`src/rtl/sj_driver_pkg.sv`:
```
// Shared types and constants for the Synthesijer method driver.
package sj_driver_pkg;

  typedef enum logic [2:0] {
    ST_IDLE,
    ST_LOAD,
    ST_KICK,
    ST_RUN,
    ST_DONE
  } drv_state_t;

  localparam int DEF_ADDR_W  = 32;
  localparam int DEF_DATA_W  = 32;
  localparam int DEF_LEN_W   = 16;
  localparam int DEF_TIMEOUT = 10000;

  localparam logic [31:0] RUN_CYCLES_MAX = 32'hFFFF_FFFF;

endpackage

```
`src/rtl/sj_method_driver_if.sv`:
```
// Preload stream, target memory port and method handshake of the driver.
interface sj_method_driver_if #(
  parameter int ADDR_W = 32,
  parameter int DATA_W = 32
);
  logic              ld_valid;
  logic [DATA_W-1:0] ld_data;
  logic              ld_ready;
  logic [ADDR_W-1:0] mem_address;
  logic              mem_we;
  logic              mem_oe;
  logic [DATA_W-1:0] mem_din;
  logic              method_req;
  logic              method_busy;
  logic              method_return;

  modport master (
    input  ld_valid, ld_data, method_busy, method_return,
    output ld_ready, mem_address, mem_we, mem_oe, mem_din, method_req
  );

  modport slave (
    output ld_valid, ld_data, method_busy, method_return,
    input  ld_ready, mem_address, mem_we, mem_oe, mem_din, method_req
  );
endinterface

```
`src/rtl/sj_sat_counter.sv`:
```
// Saturating up-counter with synchronous clear (priority) and enable.
module sj_sat_counter #(
  parameter int               WIDTH = 32,
  parameter logic [WIDTH-1:0] MAX   = {WIDTH{1'b1}}
) (
  input  logic             clk,
  input  logic             reset,
  input  logic             clr,
  input  logic             en,
  output logic [WIDTH-1:0] count
);

  function automatic logic [WIDTH-1:0] sat_inc(input logic [WIDTH-1:0] v);
    return (v >= MAX) ? MAX : v + WIDTH'(1);
  endfunction

  always_ff @(posedge clk or negedge reset) begin
    if (!reset) begin
      count <= '0;
    end else if (clr) begin
      count <= '0;
    end else if (en) begin
      count <= sat_inc(count);
    end
  end

endmodule

```
`src/rtl/sj_method_driver.sv`:
```
// Preloads a Synthesijer target memory from a stream, then runs one method
// call and captures its return value, busy duration and timeout status.
module sj_method_driver
  import sj_driver_pkg::*;
#(
  parameter int ADDR_W  = DEF_ADDR_W,
  parameter int DATA_W  = DEF_DATA_W,
  parameter int LEN_W   = DEF_LEN_W,
  parameter int TIMEOUT = DEF_TIMEOUT
) (
  input  logic              clk,
  input  logic              reset,
  input  logic              start,
  input  logic [ADDR_W-1:0] base_addr,
  input  logic [LEN_W-1:0]  load_len,
  sj_method_driver_if.master bus,
  output logic              done,
  output logic              pass,
  output logic              timed_out,
  output logic [31:0]       run_cycles
);

  localparam int TO_W = $clog2(TIMEOUT + 1);

  drv_state_t        state;
  logic [ADDR_W-1:0] base_q;
  logic [LEN_W-1:0]  len_q;
  logic [LEN_W-1:0]  idx_q;
  logic              ld_ready_q;
  logic              mem_we_q;
  logic [ADDR_W-1:0] mem_address_q;
  logic [DATA_W-1:0] mem_din_q;
  logic              method_req_q;
  logic [TO_W-1:0]   tcnt;

  logic active;
  logic expire;
  logic beat;
  logic start_ok;

  assign active   = (state == ST_KICK) || (state == ST_RUN);
  // Timeout is checked before busy so an expiry always wins a tie.
  assign expire   = active && (tcnt == TO_W'(TIMEOUT - 1));
  assign beat     = (state == ST_LOAD) && bus.ld_valid && ld_ready_q;
  assign start_ok = (state == ST_IDLE) && start;

  assign bus.ld_ready    = ld_ready_q;
  assign bus.mem_we      = mem_we_q;
  assign bus.mem_oe      = 1'b1;
  assign bus.mem_address = mem_address_q;
  assign bus.mem_din     = mem_din_q;
  assign bus.method_req  = method_req_q;

  always_ff @(posedge clk or negedge reset) begin
    if (!reset) begin
      state         <= ST_IDLE;
      base_q        <= '0;
      len_q         <= '0;
      idx_q         <= '0;
      ld_ready_q    <= 1'b0;
      mem_we_q      <= 1'b0;
      mem_address_q <= '0;
      mem_din_q     <= '0;
      method_req_q  <= 1'b0;
      done          <= 1'b0;
      pass          <= 1'b0;
      timed_out     <= 1'b0;
    end else begin
      mem_we_q <= 1'b0;
      done     <= 1'b0;
      case (state)
        ST_IDLE: begin
          if (start) begin
            base_q    <= base_addr;
            len_q     <= load_len;
            idx_q     <= '0;
            pass      <= 1'b0;
            timed_out <= 1'b0;
            if (load_len == '0) begin
              method_req_q <= 1'b1;
              state        <= ST_KICK;
            end else begin
              ld_ready_q <= 1'b1;
              state      <= ST_LOAD;
            end
          end
        end
        ST_LOAD: begin
          if (beat) begin
            mem_we_q      <= 1'b1;
            mem_din_q     <= bus.ld_data;
            mem_address_q <= base_q + ADDR_W'(idx_q);
            idx_q         <= idx_q + LEN_W'(1);
            if (idx_q == len_q - LEN_W'(1)) begin
              ld_ready_q   <= 1'b0;
              method_req_q <= 1'b1;
              state        <= ST_KICK;
            end
          end
        end
        ST_KICK: begin
          if (expire) begin
            method_req_q <= 1'b0;
            timed_out    <= 1'b1;
            pass         <= 1'b0;
            done         <= 1'b1;
            state        <= ST_DONE;
          end else if (bus.method_busy) begin
            method_req_q <= 1'b0;
            state        <= ST_RUN;
          end
        end
        ST_RUN: begin
          if (expire) begin
            timed_out <= 1'b1;
            pass      <= 1'b0;
            done      <= 1'b1;
            state     <= ST_DONE;
          end else if (!bus.method_busy) begin
            pass  <= bus.method_return;
            done  <= 1'b1;
            state <= ST_DONE;
          end
        end
        ST_DONE: state <= ST_IDLE;
        default: state <= ST_IDLE;
      endcase
    end
  end

  // Busy cycles are counted from the first sampled busy, including the KICK cycle.
  sj_sat_counter #(
    .WIDTH(32),
    .MAX  (RUN_CYCLES_MAX)
  ) u_run_cnt (
    .clk  (clk),
    .reset(reset),
    .clr  (start_ok),
    .en   (active && bus.method_busy),
    .count(run_cycles)
  );

  sj_sat_counter #(
    .WIDTH(TO_W),
    .MAX  (TO_W'(TIMEOUT))
  ) u_to_cnt (
    .clk  (clk),
    .reset(reset),
    .clr  (!active),
    .en   (active),
    .count(tcnt)
  );

endmodule
```
`src/flat_wrapper.sv`:
```
// flat-port wrapper written by rule: the top's interface ports become plain ports
module sj_method_driver_flat import sj_driver_pkg::*;
#(
  parameter int ADDR_W  = DEF_ADDR_W,
  parameter int DATA_W  = DEF_DATA_W,
  parameter int LEN_W   = DEF_LEN_W,
  parameter int TIMEOUT = DEF_TIMEOUT
)
  (clk, reset, start, base_addr, load_len, done, pass, timed_out, run_cycles, bus_ld_valid, bus_ld_data, bus_method_busy, bus_method_return, bus_ld_ready, bus_mem_address, bus_mem_we, bus_mem_oe, bus_mem_din, bus_method_req);
  sj_method_driver_if #(.ADDR_W(ADDR_W), .DATA_W(DATA_W)) bus_i ();
  input  logic clk;
  input  logic reset;
  input  logic start;
  input  logic [ADDR_W-1:0] base_addr;
  input  logic [LEN_W-1:0] load_len;
  output logic done;
  output logic pass;
  output logic timed_out;
  output logic [31:0] run_cycles;
  input wire logic [$bits(bus_i.ld_valid)-1:0] bus_ld_valid;
  input wire logic [$bits(bus_i.ld_data)-1:0] bus_ld_data;
  input wire logic [$bits(bus_i.method_busy)-1:0] bus_method_busy;
  input wire logic [$bits(bus_i.method_return)-1:0] bus_method_return;
  output wire logic [$bits(bus_i.ld_ready)-1:0] bus_ld_ready;
  output wire logic [$bits(bus_i.mem_address)-1:0] bus_mem_address;
  output wire logic [$bits(bus_i.mem_we)-1:0] bus_mem_we;
  output wire logic [$bits(bus_i.mem_oe)-1:0] bus_mem_oe;
  output wire logic [$bits(bus_i.mem_din)-1:0] bus_mem_din;
  output wire logic [$bits(bus_i.method_req)-1:0] bus_method_req;
  assign bus_i.ld_valid = bus_ld_valid;
  assign bus_i.ld_data = bus_ld_data;
  assign bus_i.method_busy = bus_method_busy;
  assign bus_i.method_return = bus_method_return;
  assign bus_ld_ready = bus_i.ld_ready;
  assign bus_mem_address = bus_i.mem_address;
  assign bus_mem_we = bus_i.mem_we;
  assign bus_mem_oe = bus_i.mem_oe;
  assign bus_mem_din = bus_i.mem_din;
  assign bus_method_req = bus_i.method_req;
  sj_method_driver #(.ADDR_W(ADDR_W), .DATA_W(DATA_W), .LEN_W(LEN_W), .TIMEOUT(TIMEOUT)) u_core (.clk(clk), .reset(reset), .start(start), .base_addr(base_addr), .load_len(load_len), .bus(bus_i), .done(done), .pass(pass), .timed_out(timed_out), .run_cycles(run_cycles));
endmodule
```
`config.mk`:
```
export PLATFORM = sky130hd
export DESIGN_NAME = sj_method_driver_flat
export DESIGN_NICKNAME = d
export VERILOG_FILES = /design/src/rtl/sj_driver_pkg.sv /design/src/rtl/sj_method_driver_if.sv /design/src/rtl/sj_sat_counter.sv /design/src/rtl/sj_method_driver.sv /design/src/flat_wrapper.sv
export SDC_FILE = /design/constraint.sdc
export NUM_CORES = 1
export LEC_CHECK = 0
export ABC_AREA = 1
export CORE_MARGIN = 2
export CORE_UTILIZATION = 53
export DETAILED_ROUTE_END_ITERATION = 12
export PLACE_DENSITY = 0.8
export SLEW_MARGIN = 20
export SYNTH_ARGS = -nofsm -noshare
export SYNTH_HDL_FRONTEND = slang
export SYNTH_SLANG_ARGS = --single-unit
```
`constraint.sdc`:
```
create_clock -name clk -period 2.6 [get_ports clk]
set_clock_uncertainty 0.15 [all_clocks]
set_input_delay 0.52 -clock clk [delete_from_list [all_inputs] [get_ports clk]]
set_output_delay 0.52 -clock clk [all_outputs]
set_load 0.01 [all_outputs]
```
==> flow_summary.json <==
{
  "postSynthAreaPerCell_um2": 7.402,
  "rsz0062_at_grt": "false",
  "die_w_um": 142.0,
  "cp.arrival_ns": 2.58,
  "numClockSinks": 183,
  "ant_nets": 0,
  "insertion_delay_ns": 0.44,
  "syn_to_final_growth_pct": 28.97,
  "r2r_slack_ns": 0.20,
  "finalCritPeriodShare": 0.9235,
  "initial_core_util": 0.5393,
  "num_antenna_cells": 0,
  "synth_cells": 1363,
  "vdd_drop_max_uv": 549.6,
  "p_per_area_nw_per_um2": 957.3,
  "grt_pass1_vias": 9205,
  "wl_per_cell_um": 14.78,
  "timing.rr.end": "u_core.bus.mem_address[31]",
  "setup_tns_ns": 0,
  "core_area_um2": 18710,
  "cp-endpoint": "u_core.bus.mem_address[31]",
  "gp_congestion": 0.9793,
  "placement.io_buffers": 187,
  "drv_cap": 0,
  "drt_iter0_markers": 646,
  "clkSlewWorstSetupHoldPaths_ns": 0.07,
  "syn_nets": 1471,
  "drc_errors": 0,
  "drv_slew": 0,
  "hold_path.class": "register to register",
  "cp_max_fo": 5,
  "numCtsBuffers": 17,
  "drt_pass1_iterations": 6,
  "post-cts-setup-buffer-count": 0,
  "synth_warnings": 0,
  "via_per_inst": 5.265,
  "fmax_mhz": 416.5,
  "setup_violations": 0,
  "hold_violations": 0,
  "fin_nets": 1668,
  "cts_root_buf": "clkbuf_16",
  "end_kind": "register",
  "worstPathRequired_ns": 2.78,
  "antenna_found_initial": 0,
  "ys_types": 49,
  "relSlewSlack": 0.5811,
  "tightest_slew_ns": 0.6283,
  "syn_area_um2": 10090,
  "fp.dieH_um": 142.0,
  "via_count": 9514,
  "cts_tree": "built",
  "hpwl_um": 19750,
  "setup.worst_path.start": "u_core.idx_q[2]",
  "period_minus_slack_ns": 2.401,
  "finalInstanceArea_um2": 13010,
  "wl_um": 26710,
  "grt_pass1_wl_um": 44090,
  "track_usage": 0.2729,
  "power.leakage_uw": 0.006161,
  "status": "finished clean",
  "drive_above_1_share": 0.06548,
  "cts-htree-levels": 4,
  "grt_overflow": 0,
  "dieArea_um2": 20150,
  "grt_start_max_net_pins": 85,
  "cts_buffer_depth": 2,
  "yosysSeqAreaShare": 0.4539,
  "dpl_cell_area_um2": 12390,
  "num_rows": 50,
  "io-pin-count": 189,
  "crit_type": "register to register",
  "reg2reg_from": "u_core.idx_q[2]",
  "critPathLaunchType": "register",
  "r2r_cells": 15,
  "ys_ff_latch": 183
}
==> registers in the layout, summed over array words and instances (netlist names) <==
name                    flops
u_core.base_q              32
u_core.bus.mem_address     32
u_core.bus.mem_din         32
u_core.u_run_cnt.count     32
u_core.idx_q               16
u_core.len_q               16
u_core.u_to_cnt.count      14
u_core.state                3
u_core.bus.ld_ready         1
u_core.bus.mem_we           1
u_core.bus.method_req       1
u_core.done                 1
u_core.pass                 1
u_core.timed_out            1
==> through the flow <==
step / cells / hold slack (ns) / power (µW) / util / setup slack, ns
after detailed placement: 1774 / 0.3144 / 9825 / 0.6623 / 0.1047
after floorplan: 1363 / 0.07441 / 7474 / - / 0.3650
after CTS: 1807 / 0.3342 / 12520 / 0.6948 / 0.1027
after global placement: 1774 / 0.3106 / 9683 / 0.6623 / 0.2051
final: 1807 / 0.3310 / 12460 / 0.6956 / 0.1989
after global routing: 1807 / 0.3489 / 13380 / 0.6956 / 0.04888
==> cells in the mapped netlist (all sizes together) <==
cell	count	area share
nand2	499	0.19
dfrtp	183	0.45
inv	140	0.052
nor2	114	0.047
o21ai	110	0.055
nand3	81	0.042
a21oi	35	0.017
nor3	32	0.017
xor2	30	0.026
clkbuf	29	0.011
ha	21	0.026
nand4	18	0.011
xnor2	14	0.012
nor4	12	0.0074
or2	10	0.0064
buf	5	0.0027
o21bai	5	0.0041
nand3b	4	0.0030
nor3b	3	0.0038
o211ai	3	0.0022
a221oi	2	0.0017
o22ai	2	0.0012
a21boi	1	0.00074
a21o	1	0.00074
a22o	1	0.00087
a22oi	1	0.00074
and2	1	0.00062
clkinv	1	0.00050
conb	1	0.00037
fa	1	0.0020
o21a	1	0.00074
o31ai	1	0.00074
or4	1	0.00074
==> area by class of cell <==
| cell class | count | area (µm²) |
|---|---|---|
| multi-input combinational | 1005 | 4858 |
| inverter | 141 | 530.5 |
| clock inverter | 14 | 160.2 |
| tap | 234 | 292.8 |
| timing repair buffer | 212 | 2151 |
| clock buffer | 18 | 439.2 |
| fill | 1535 | 5694 |
| sequential | 183 | 4579 |
==> where the power goes <==
| part | switching, µW | internal [µW] |
|---|---|---|
| Clock | 1180 | 1470 |
| Sequential | 772 | 3830 |
| Combinational | 2890 | 2320 |
==> cell usage in the layout, fill, tap and decap left out, drive strengths merged, types with 2 or more instances in the layout <==
master,count
nor3b,3
clkinv,4
a221oi,2
inv,146
dfrtp,183
clkbuf,18
nand4,18
a21oi,35
nor3,32
clkdlybuf4s50,186
o22ai,2
nand2,499
or2,10
o211ai,3
nor2,114
nor4,12
xnor2,14
xor2,30
nand3,81
buf,25
o21ai,110
ha,21
clkinvlp,3
bufinv,2
o21bai,5
nand3b,4
==> kinds of logic (layout without fill, tap and decap cells) <==
logic type,Yosys count,after routing,share of synthesized area
xor gates and xnor gates,44,44,0.03820
adders and majority gates,22,22,0.02803
buffers and inverters,175,385,0.06610
AOI/OAI and AO/OA,163,163,0.08583
other,1,1,0.0003717
DFF,183,183,0.4539
and+or+nand+nor,775,775,0.3275
==> what timing repair did <==
action	CTS	global route
setup endpoints to repair	0	8
hold endpoints to repair	58	0
hold buffers	1	0
gates resized for setup	0	4
==> worst max-delay path, stage by stage (launching register included) <==
cell	delay, ns
dfrtp_1	0.44
ha_1	0.38
a21oi_1	0.16
nand2_1	0.11
nand2_1	0.08
nand2_1	0.11
a21oi_2	0.18
inv_1	0.06
nand2_1	0.06
nand2_1	0.11
nand2_1	0.11
o21ai_1	0.11
nand2_1	0.08
nand2_1	0.06
nand3_1	0.07
nand2_1	0.05
==> per-layer routing <==
layer	GRT usage	vias up	routed length [µm]
met5	0	-	0
met4	0.1042	0	737
met3	0.04273	51	1513
met2	0.4520	316	12860
met1	0.3642	4403	11600
li1	-	4744	-
==> worst min-delay path by stage <==
| stage | start | endpoint | slack, ns | depth (start not counted) |
|---|---|---|---|---|
| floorplan | reset | u_core.base_q[0] | 0.07 | 0 |
| global placement | u_core.bus.mem_din[5] | u_core.bus.mem_din[5] | 0.31 | 2 |
| detailed placement | u_core.bus.mem_din[1] | u_core.bus.mem_din[1] | 0.31 | 2 |
| CTS | u_core.bus.mem_din[1] | u_core.bus.mem_din[1] | 0.33 | 2 |
| global route | u_core.bus.mem_address[25] | u_core.bus.mem_address[25] | 0.35 | 2 |
| finish | u_core.bus.method_req | u_core.bus.method_req | 0.33 | 2 |
(Power assumes the default switching activity.)
